**src/rtl/led_color_sequencer.sv**
```systemverilog
// RGB LED colour sequencer: samples a divided step clock on clk_in and walks a
// six-colour palette in static, step, breathing or off modes with 8-bit PWM.
module led_color_sequencer #(
    parameter int ACTIVE_LOW  = 1,
    parameter int BREATH_STEP = 8
) (
    input  logic       clk_in,
    input  logic       rst_n,
    input  logic       step_clk,
    input  logic [1:0] mode,
    input  logic       pause,
    output logic       led_r,
    output logic       led_g,
    output logic       led_b,
    output logic [2:0] color_idx,
    output logic       color_adv
);

    localparam logic [1:0] MODE_STATIC  = 2'b00;
    localparam logic [1:0] MODE_STEP    = 2'b01;
    localparam logic [1:0] MODE_BREATHE = 2'b10;
    localparam logic [1:0] MODE_OFF     = 2'b11;

    localparam logic       OFF_LVL = (ACTIVE_LOW != 0) ? 1'b1 : 1'b0;
    localparam logic [8:0] STEP9   = 9'(BREATH_STEP);

    typedef enum logic {
        DIR_UP   = 1'b0,
        DIR_DOWN = 1'b1
    } dir_t;

    logic       sync1_p0;
    logic       sync2_p1;
    logic       hist_p2;
    logic [1:0] warm;
    logic       step_pulse;
    logic       step_go;

    logic [1:0] mode_q;
    logic       mode_chg;

    logic [7:0] pwm_cnt;
    logic [7:0] level;
    logic [7:0] level_next;
    dir_t       dir;
    dir_t       dir_next;
    logic [2:0] idx_next;
    logic       adv_next;

    logic [8:0]        sum;
    logic signed [9:0] diff;

    logic [2:0] rgb;
    logic       duty_hit;
    logic       led_r_next;
    logic       led_g_next;
    logic       led_b_next;

    function automatic logic [8:0] level_up(input logic [7:0] lvl);
        return {1'b0, lvl} + STEP9;
    endfunction

    function automatic logic signed [9:0] level_down(input logic [7:0] lvl);
        return $signed({2'b00, lvl}) - $signed({1'b0, STEP9});
    endfunction

    function automatic logic [2:0] palette(input logic [2:0] idx);
        logic [2:0] c;
        case (idx)
            3'd0:    c = 3'b100;
            3'd1:    c = 3'b110;
            3'd2:    c = 3'b010;
            3'd3:    c = 3'b011;
            3'd4:    c = 3'b001;
            3'd5:    c = 3'b101;
            default: c = 3'b000;
        endcase
        return c;
    endfunction

    function automatic logic [2:0] idx_inc(input logic [2:0] idx);
        return (idx >= 3'd5) ? 3'd0 : idx + 3'd1;
    endfunction

    // Edge detect is held off until hist carries a real post-reset sample, so a
    // step_clk already high across reset is not mistaken for a fresh edge.
    assign step_pulse = sync2_p1 & ~hist_p2 & (warm == 2'd3);
    assign mode_chg   = (mode != mode_q);
    assign step_go    = step_pulse & ~pause & ~mode_chg;

    // State register
    always_ff @(posedge clk_in) begin
        if (!rst_n) begin
            sync1_p0  <= 1'b0;
            sync2_p1  <= 1'b0;
            hist_p2   <= 1'b0;
            warm      <= 2'd0;
            mode_q    <= 2'b00;
            pwm_cnt   <= 8'd0;
            level     <= 8'd0;
            dir       <= DIR_UP;
            color_idx <= 3'd0;
            color_adv <= 1'b0;
            led_r     <= OFF_LVL;
            led_g     <= OFF_LVL;
            led_b     <= OFF_LVL;
        end else begin
            sync1_p0  <= step_clk;
            sync2_p1  <= sync1_p0;
            hist_p2   <= sync2_p1;
            if (warm != 2'd3) begin
                warm <= warm + 2'd1;
            end
            mode_q    <= mode;
            pwm_cnt   <= pwm_cnt + 8'd1;
            level     <= level_next;
            dir       <= dir_next;
            color_idx <= idx_next;
            color_adv <= adv_next;
            led_r     <= led_r_next;
            led_g     <= led_g_next;
            led_b     <= led_b_next;
        end
    end

    // Next-state logic
    always_comb begin
        level_next = level;
        dir_next   = dir;
        idx_next   = color_idx;
        adv_next   = 1'b0;
        sum        = level_up(level);
        diff       = level_down(level);
        if (mode_chg) begin
            level_next = 8'd0;
            dir_next   = DIR_UP;
        end else if (step_go) begin
            case (mode_q)
                MODE_STEP: begin
                    idx_next = idx_inc(color_idx);
                    adv_next = 1'b1;
                end
                MODE_BREATHE: begin
                    if (dir == DIR_UP) begin
                        if (sum >= 9'd255) begin
                            level_next = 8'd255;
                            dir_next   = DIR_DOWN;
                        end else begin
                            level_next = sum[7:0];
                        end
                    end else begin
                        if (diff <= 10'sd0) begin
                            level_next = 8'd0;
                            dir_next   = DIR_UP;
                            idx_next   = idx_inc(color_idx);
                            adv_next   = 1'b1;
                        end else begin
                            level_next = diff[7:0];
                        end
                    end
                end
                default: begin
                end
            endcase
        end
    end

    // Output logic: PWM compare against the pre-increment counter
    always_comb begin
        rgb      = palette(color_idx);
        duty_hit = 1'b0;
        case (mode_q)
            MODE_STATIC,
            MODE_STEP:    duty_hit = (pwm_cnt < 8'd255);
            MODE_BREATHE: duty_hit = (pwm_cnt < level);
            MODE_OFF:     duty_hit = 1'b0;
            default:      duty_hit = 1'b0;
        endcase
        led_r_next = (rgb[2] & duty_hit) ? ~OFF_LVL : OFF_LVL;
        led_g_next = (rgb[1] & duty_hit) ? ~OFF_LVL : OFF_LVL;
        led_b_next = (rgb[0] & duty_hit) ? ~OFF_LVL : OFF_LVL;
    end

endmodule

```
**config.mk**
```make
export PLATFORM = sky130hd
export DESIGN_NAME = led_color_sequencer
export DESIGN_NICKNAME = d
export VERILOG_FILES = /design/src/rtl/led_color_sequencer.sv
export SDC_FILE = /design/constraint.sdc
export NUM_CORES = 1
export LEC_CHECK = 0
export ABC_AREA = 1
export ABC_CLOCK_PERIOD_IN_PS = 1830
export CELL_PAD_IN_SITES_DETAIL_PLACEMENT = 0
export CELL_PAD_IN_SITES_GLOBAL_PLACEMENT = 1
export CORE_AREA = 2 2 79 74
export DETAILED_ROUTE_END_ITERATION = 7
export DIE_AREA = 0 0 81 76
export PLACE_DENSITY_LB_ADDON = 0.1
export SYNTH_ARGS = -nofsm -noshare
export SYNTH_HDL_FRONTEND = slang
export SYNTH_SLANG_ARGS = --single-unit
```
**constraint.sdc**
```tcl
create_clock -name clk_in -period 1.83 [get_ports clk_in]
set_input_delay 0.2745 -clock clk_in [delete_from_list [all_inputs] [get_ports clk_in]]
set_output_delay 0.2745 -clock clk_in [all_outputs]
set_load 0.01 [all_outputs]
```
======== Word level (Yosys, flattened, before mapping) ========
Cells that the tools add are included.
word-level totals
  register bits after elaboration ......... 31
  output and inout port bits .............. 7
  logic and storage cells ................. 74
operators by class
  $add $sub $neg .......................... 5
  order comparisons ....................... 5
  equal/unequal tests ..................... 13
  multiplexer cells ....................... 18
  bitwise logic cells ..................... 12
  reduce and logical (&&, ||, !) cells .... 8
operators by type and width
  operator                                                                          count
  8-bit two-way mux                                                                 3
  3-bit case mux with 6 select lines                                                1
  8-bit by 4-bit adder with 9-bit output, second input constant                     1
  9-bit by 8-bit >= comparator with 1-bit output, second input constant             1
  9-bit by 1-bit less-or-equal comparator with 1-bit output, second input constant  1
  3-bit two-way mux                                                                 3
  8-bit by 4-bit subtractor with 9-bit output, second input constant                1
  8-bit by 1-bit adder with 8-bit output, second input constant                     1
  8-bit less-than comparator                                                        1
  8-bit less-than comparator, second input constant                                 1
  1-bit two-way mux                                                                 8
  1-bit AND                                                                         7
  2-bit == test, second input constant                                              3
  3-bit by 2-bit == test with 1-bit output, second input constant                   2
  3-bit == test, second input constant                                              2
  2-bit != test, second input constant                                              3
  3-bit case mux with 2 select lines                                                1
  1-bit NOT                                                                         5
  5-bit AND reduction                                                               1
  2-bit OR reduction                                                                2
  3-bit by 1-bit adder with 3-bit output, second input constant                     1
  3-bit by 1-bit == test with 1-bit output, second input constant                   1
  3-bit >= comparator, second input constant                                        1
  3-bit logical NOT                                                                 1
  9 further kinds                                                                   9

======== Depth between registers and ports, before layout ========
  word-level depth ........................ 7
  mapped depth ............................ 13
  gate-level depth less buffers ........... 13

======== Worst setup path before layout ========
Ideal clock, no wire load.
  path type ............................... register -> register
  start point ............................. reg level[4]
  end point ............................... reg level[3]
  arrival ................................. 1.459 ns
  data required time ...................... 1.721 ns
  slack ................................... 0.263 ns
  stages on the path, launching flop included .. 14
  clock period less this slack ............ 1.567 ns
  cell sequence ........................... dfxtp_1 inv_1 ha_1 inv_1 nor2_1 nand2_1 nor2_2 nand2_2 nand2_2 nand2_1 nand2_1 nand3_1 nand2_1 inv_1
between the ends
  word-level cells in the longest chain between the ends .. 4
ends and longest elaborated chain
  element                                                                                                                             RTL line  RTL
  from (decl)                                                                                                                         43        logic [7:0] level;
  from (signal assigned)                                                                                                              116       level <= level_next;
  8-bit by 4-bit adder with 9-bit output / 8-bit by 4-bit subtractor with 9-bit output (equally long branches)                        60, 64
  9-bit by 8-bit >= comparator with 1-bit output / 9-bit by 1-bit less-or-equal comparator with 1-bit output (equally long branches)  145, 152
  8-bit two-way mux (on tied branches)                                                                                                145, 152
  8-bit two-way mux *                                                                                                                 144       if (dir == DIR_UP) begin
Mark *: on every way between the ends. The rest lies on a longest branch, timed or not.
A chain may end at the register's enable or synchronous reset.

======== Worst setup path after layout ========
  start point ............................. reg level[3]
  end point ............................... reg level[3]
The elaborated chain is that of the path after synthesis.

==> impl_metrics.toml <==
[run_status]
status = "complete, no violations"

[yosys]
synth_top_family_by_area = "simple AND/OR/NAND/NOR gates"
synthArstFlopShare = 0
syn_area_um2 = 1820
ys.flop_type = "dfxtp_1"
yosysTopAreaCell = "dfxtp_1"
synth_cell_types = 29
synth_cells = 261
yosys_warnings = 0
yosysSeqAreaShare = 0.319
synthAdderAreaFrac = 0.138
synth_compound_area_frac = 0.0915
synthesis.nets = 287
synth_common_cells = "nand2_1, inv_1, nor2_1"
synth_seq_cells = 29
synth.area.top_cells = "dfxtp_1, ha_1, nand2_1"
synth_edf_count = 0
yosysMostFrequentCell = "nand2_1"
synth-xor-area-share = 0.0138
yosys.area_share.simple = 0.338
avgSynthCellArea_um2 = 6.97
synthMuxAreaShare = 0
synth_top_area_share = 0.319

[critical_path]
cp_max_fo = 4
crit_path_cell_trace = "inv_2 -> ha_1 -> inv_1 -> nor2_1 -> nand2_1 -> nor2_2 -> nand2_2 -> nand2_2 -> nand2_1 -> nand2_1 -> nand3_1 -> nand2_1 -> inv_1"
critPathCaptureType = "flop"
crit_arrival_ps = 1800
worstSetupPathType = "reg -> reg"
crit_required_ps = 2010
r2r_start = "level[3]"
crit_path_max_incr_delay_ps = 370
cp_slowest_cell = "dfxtp_2"
critPathLaunchType = "flop"
r2r_slack_ps = 210
timing.critical_path.mode_cell = "nand2_1"
r2r-end = "level[3]"
worst-r2r-cell-count = 13

[worst_hold_path]
whs_path_depth = 2
min_to = "sync2_p1"
hp-start = "sync1_p0"
hp-class = "reg -> reg"

[die]
start_util = 0.337
die-area_um2 = 6160
die_height_um = 76
fp.coreArea_um2 = 5400
io_pins = 13
die_w_um = 81
placementRows = 26

[cts]
clkTransAtPathRegs_ps = 70
htree_levels = 2
cts_buffers = 5
tritoncts = "yes"
cts_setup_buffers = 0
clock_sinks = 29
cts_hold_buf = 0
cts_root_buf = "clkbuf_8"
clk_latency_ps = 280
clk_path_buf_depth = 2

[sta]
period_share = 0.886
fmax_ghz = 0.617
worst_pin_slew_ps = 349
tns_ps = 0
finalMaxSlewViolations = 0
setup_viol = 0
relSlewSlack = 0.765
hold_viol_final = 0
min_period_ps = 1620
finClkSkew_ps = 6.13
rsz0062_at_grt = "no"

[drt]
drc = 0
wirelength_um = 4020
via_per_inst = 4.48
first_pass_iters = 4
num_vias = 1608
wl_per_cell_um = 11.2
drt-initial-drc-count = 70
ant_nets = 0

[global_routing]
antenna_found_initial = 0
grt_max_degree = 11
grt_pass1_vias = 1630
track_usage = 0.151
grt-ovfl-total = 0
grt_pass1_wl_um = 7250

[pwr]
seqPwrFrac = 0.499
finalPower_w = 0.00134
internal-power_w = 0.00100
ir_drop_mv = 0.355
power_density_nw_per_um2 = 612
p_leak_nw = 1.03
switching_share = 0.250
combPwrFrac = 0.078
total_switching_power_w = 0.000335
clkPwrFrac = 0.423

[final_layout]
layout-drive-gt1-share = 0.142
fill_cells = 591
nets = 314
diodes = 0
multi_input_area_um2 = 1060
syn_to_final_growth_pct = 20.2
regArea_um2 = 582

[placement]
place_congestion = 0.774
dp_hpwl_um = 3200
portBuffers = 12

[job]
max-cap-violations = 0
-- flip-flops by register name, indices dropped and copies added, names as in the netlist --
signal and count:
color_adv 1, color_idx 3, dir 1, hist_p2 1
led_b 1, led_g 1, led_r 1, level 6
mode_q 2, pwm_cnt 8, sync1_p0 1, sync2_p1 1
warm 2
-- through the flow --
stage | std cells | util | cell area (µm²) | hold WS (ps) | setup slack, ps
after floorplan | 261 | - | 1820 | 368 | 263
after global placement | 351 | 0.387 | 2090 | 406 | 87.4
after detailed placement | 351 | 0.387 | 2090 | 402 | 72.6
after CTS | 359 | 0.405 | 2180 | 420 | 170
after global routing | 359 | 0.405 | 2190 | 463 | 7.46
final | 359 | 0.405 | 2190 | 418 | 208
-- worst max path at each step --
stage	to	start	cells after the start
global placement	level[5]	mode[0]	9
floorplan	level[3]	level[4]	13
CTS	level[3]	level[3]	13
finish	level[3]	level[3]	13
global route	level[3]	level[4]	13
detailed placement	level[5]	mode[0]	9
-- worst max-delay path: cells and delay by family, from the launching register on --
family / cells / cell delay, ps
and+or+nand+nor: 9 / 710
DFF: 1 / 370
adders and majority gates: 1 / 310
buffers and inverters: 3 / 130
-- metal layers --
metal | up-vias | global-route usage | share of wire
met4 | 0 | 0.0610 | 0.015
met5 | - | 0 | 0
li1 | 885 | - | -
met2 | 18 | 0.236 | 0.44
met1 | 699 | 0.201 | 0.52
met3 | 6 | 0.0320 | 0.031
-- layout by cell type (no fill, tap or decap), drive strengths merged, types with 3 or more instances in the layout --
| master | n |
|---|---|
| nand2 | 68 |
| inv | 42 |
| nor2 | 35 |
| dfxtp | 29 |
| ha | 20 |
| nand3 | 20 |
| a21oi | 17 |
| clkdlybuf4s50 | 12 |
| o21ai | 12 |
| buf | 11 |
| clkbuf | 6 |
| nand4 | 5 |
| nor3 | 3 |
| clkinv | 3 |
-- cell type report --
class                           count  area share
Clock inverter                      2     0.00630
Tap cell                           70      0.0401
Timing Repair Buffer               23      0.0927
Inverter                           43      0.0738
Multi-Input combinational cell    186       0.483
Sequential cell                    29       0.266
Clock buffer                        6      0.0378
-- cells by family after synthesis --
family / after synthesis
xor gates and xnor gates: 2
adders and majority gates: 20
DFF: 29
and+or+nand+nor: 132
buffers and inverters: 46
AOI/OAI and AO/OA: 32
-- power by group through the flow --
| stage | Combinational [W] | Clock, W | Sequential (W) |
|---|---|---|---|
| detailed placement | 0.000106 | 0 | 0.000682 |
| global route | 0.000125 | 0.000615 | 0.000671 |
| floorplan | 0.0000681 | 0 | 0.000679 |
| global placement | 0.000105 | 0 | 0.000682 |
| finish | 0.000104 | 0.000565 | 0.000668 |
| CTS | 0.000106 | 0.000594 | 0.000668 |
-- timing repair --
item | CTS | global route
setup endpoints to repair | 0 | 1
hold endpoints to repair | 0 | 0
gates resized for setup | 0 | 1
Power figures use the tool's default switching activity.
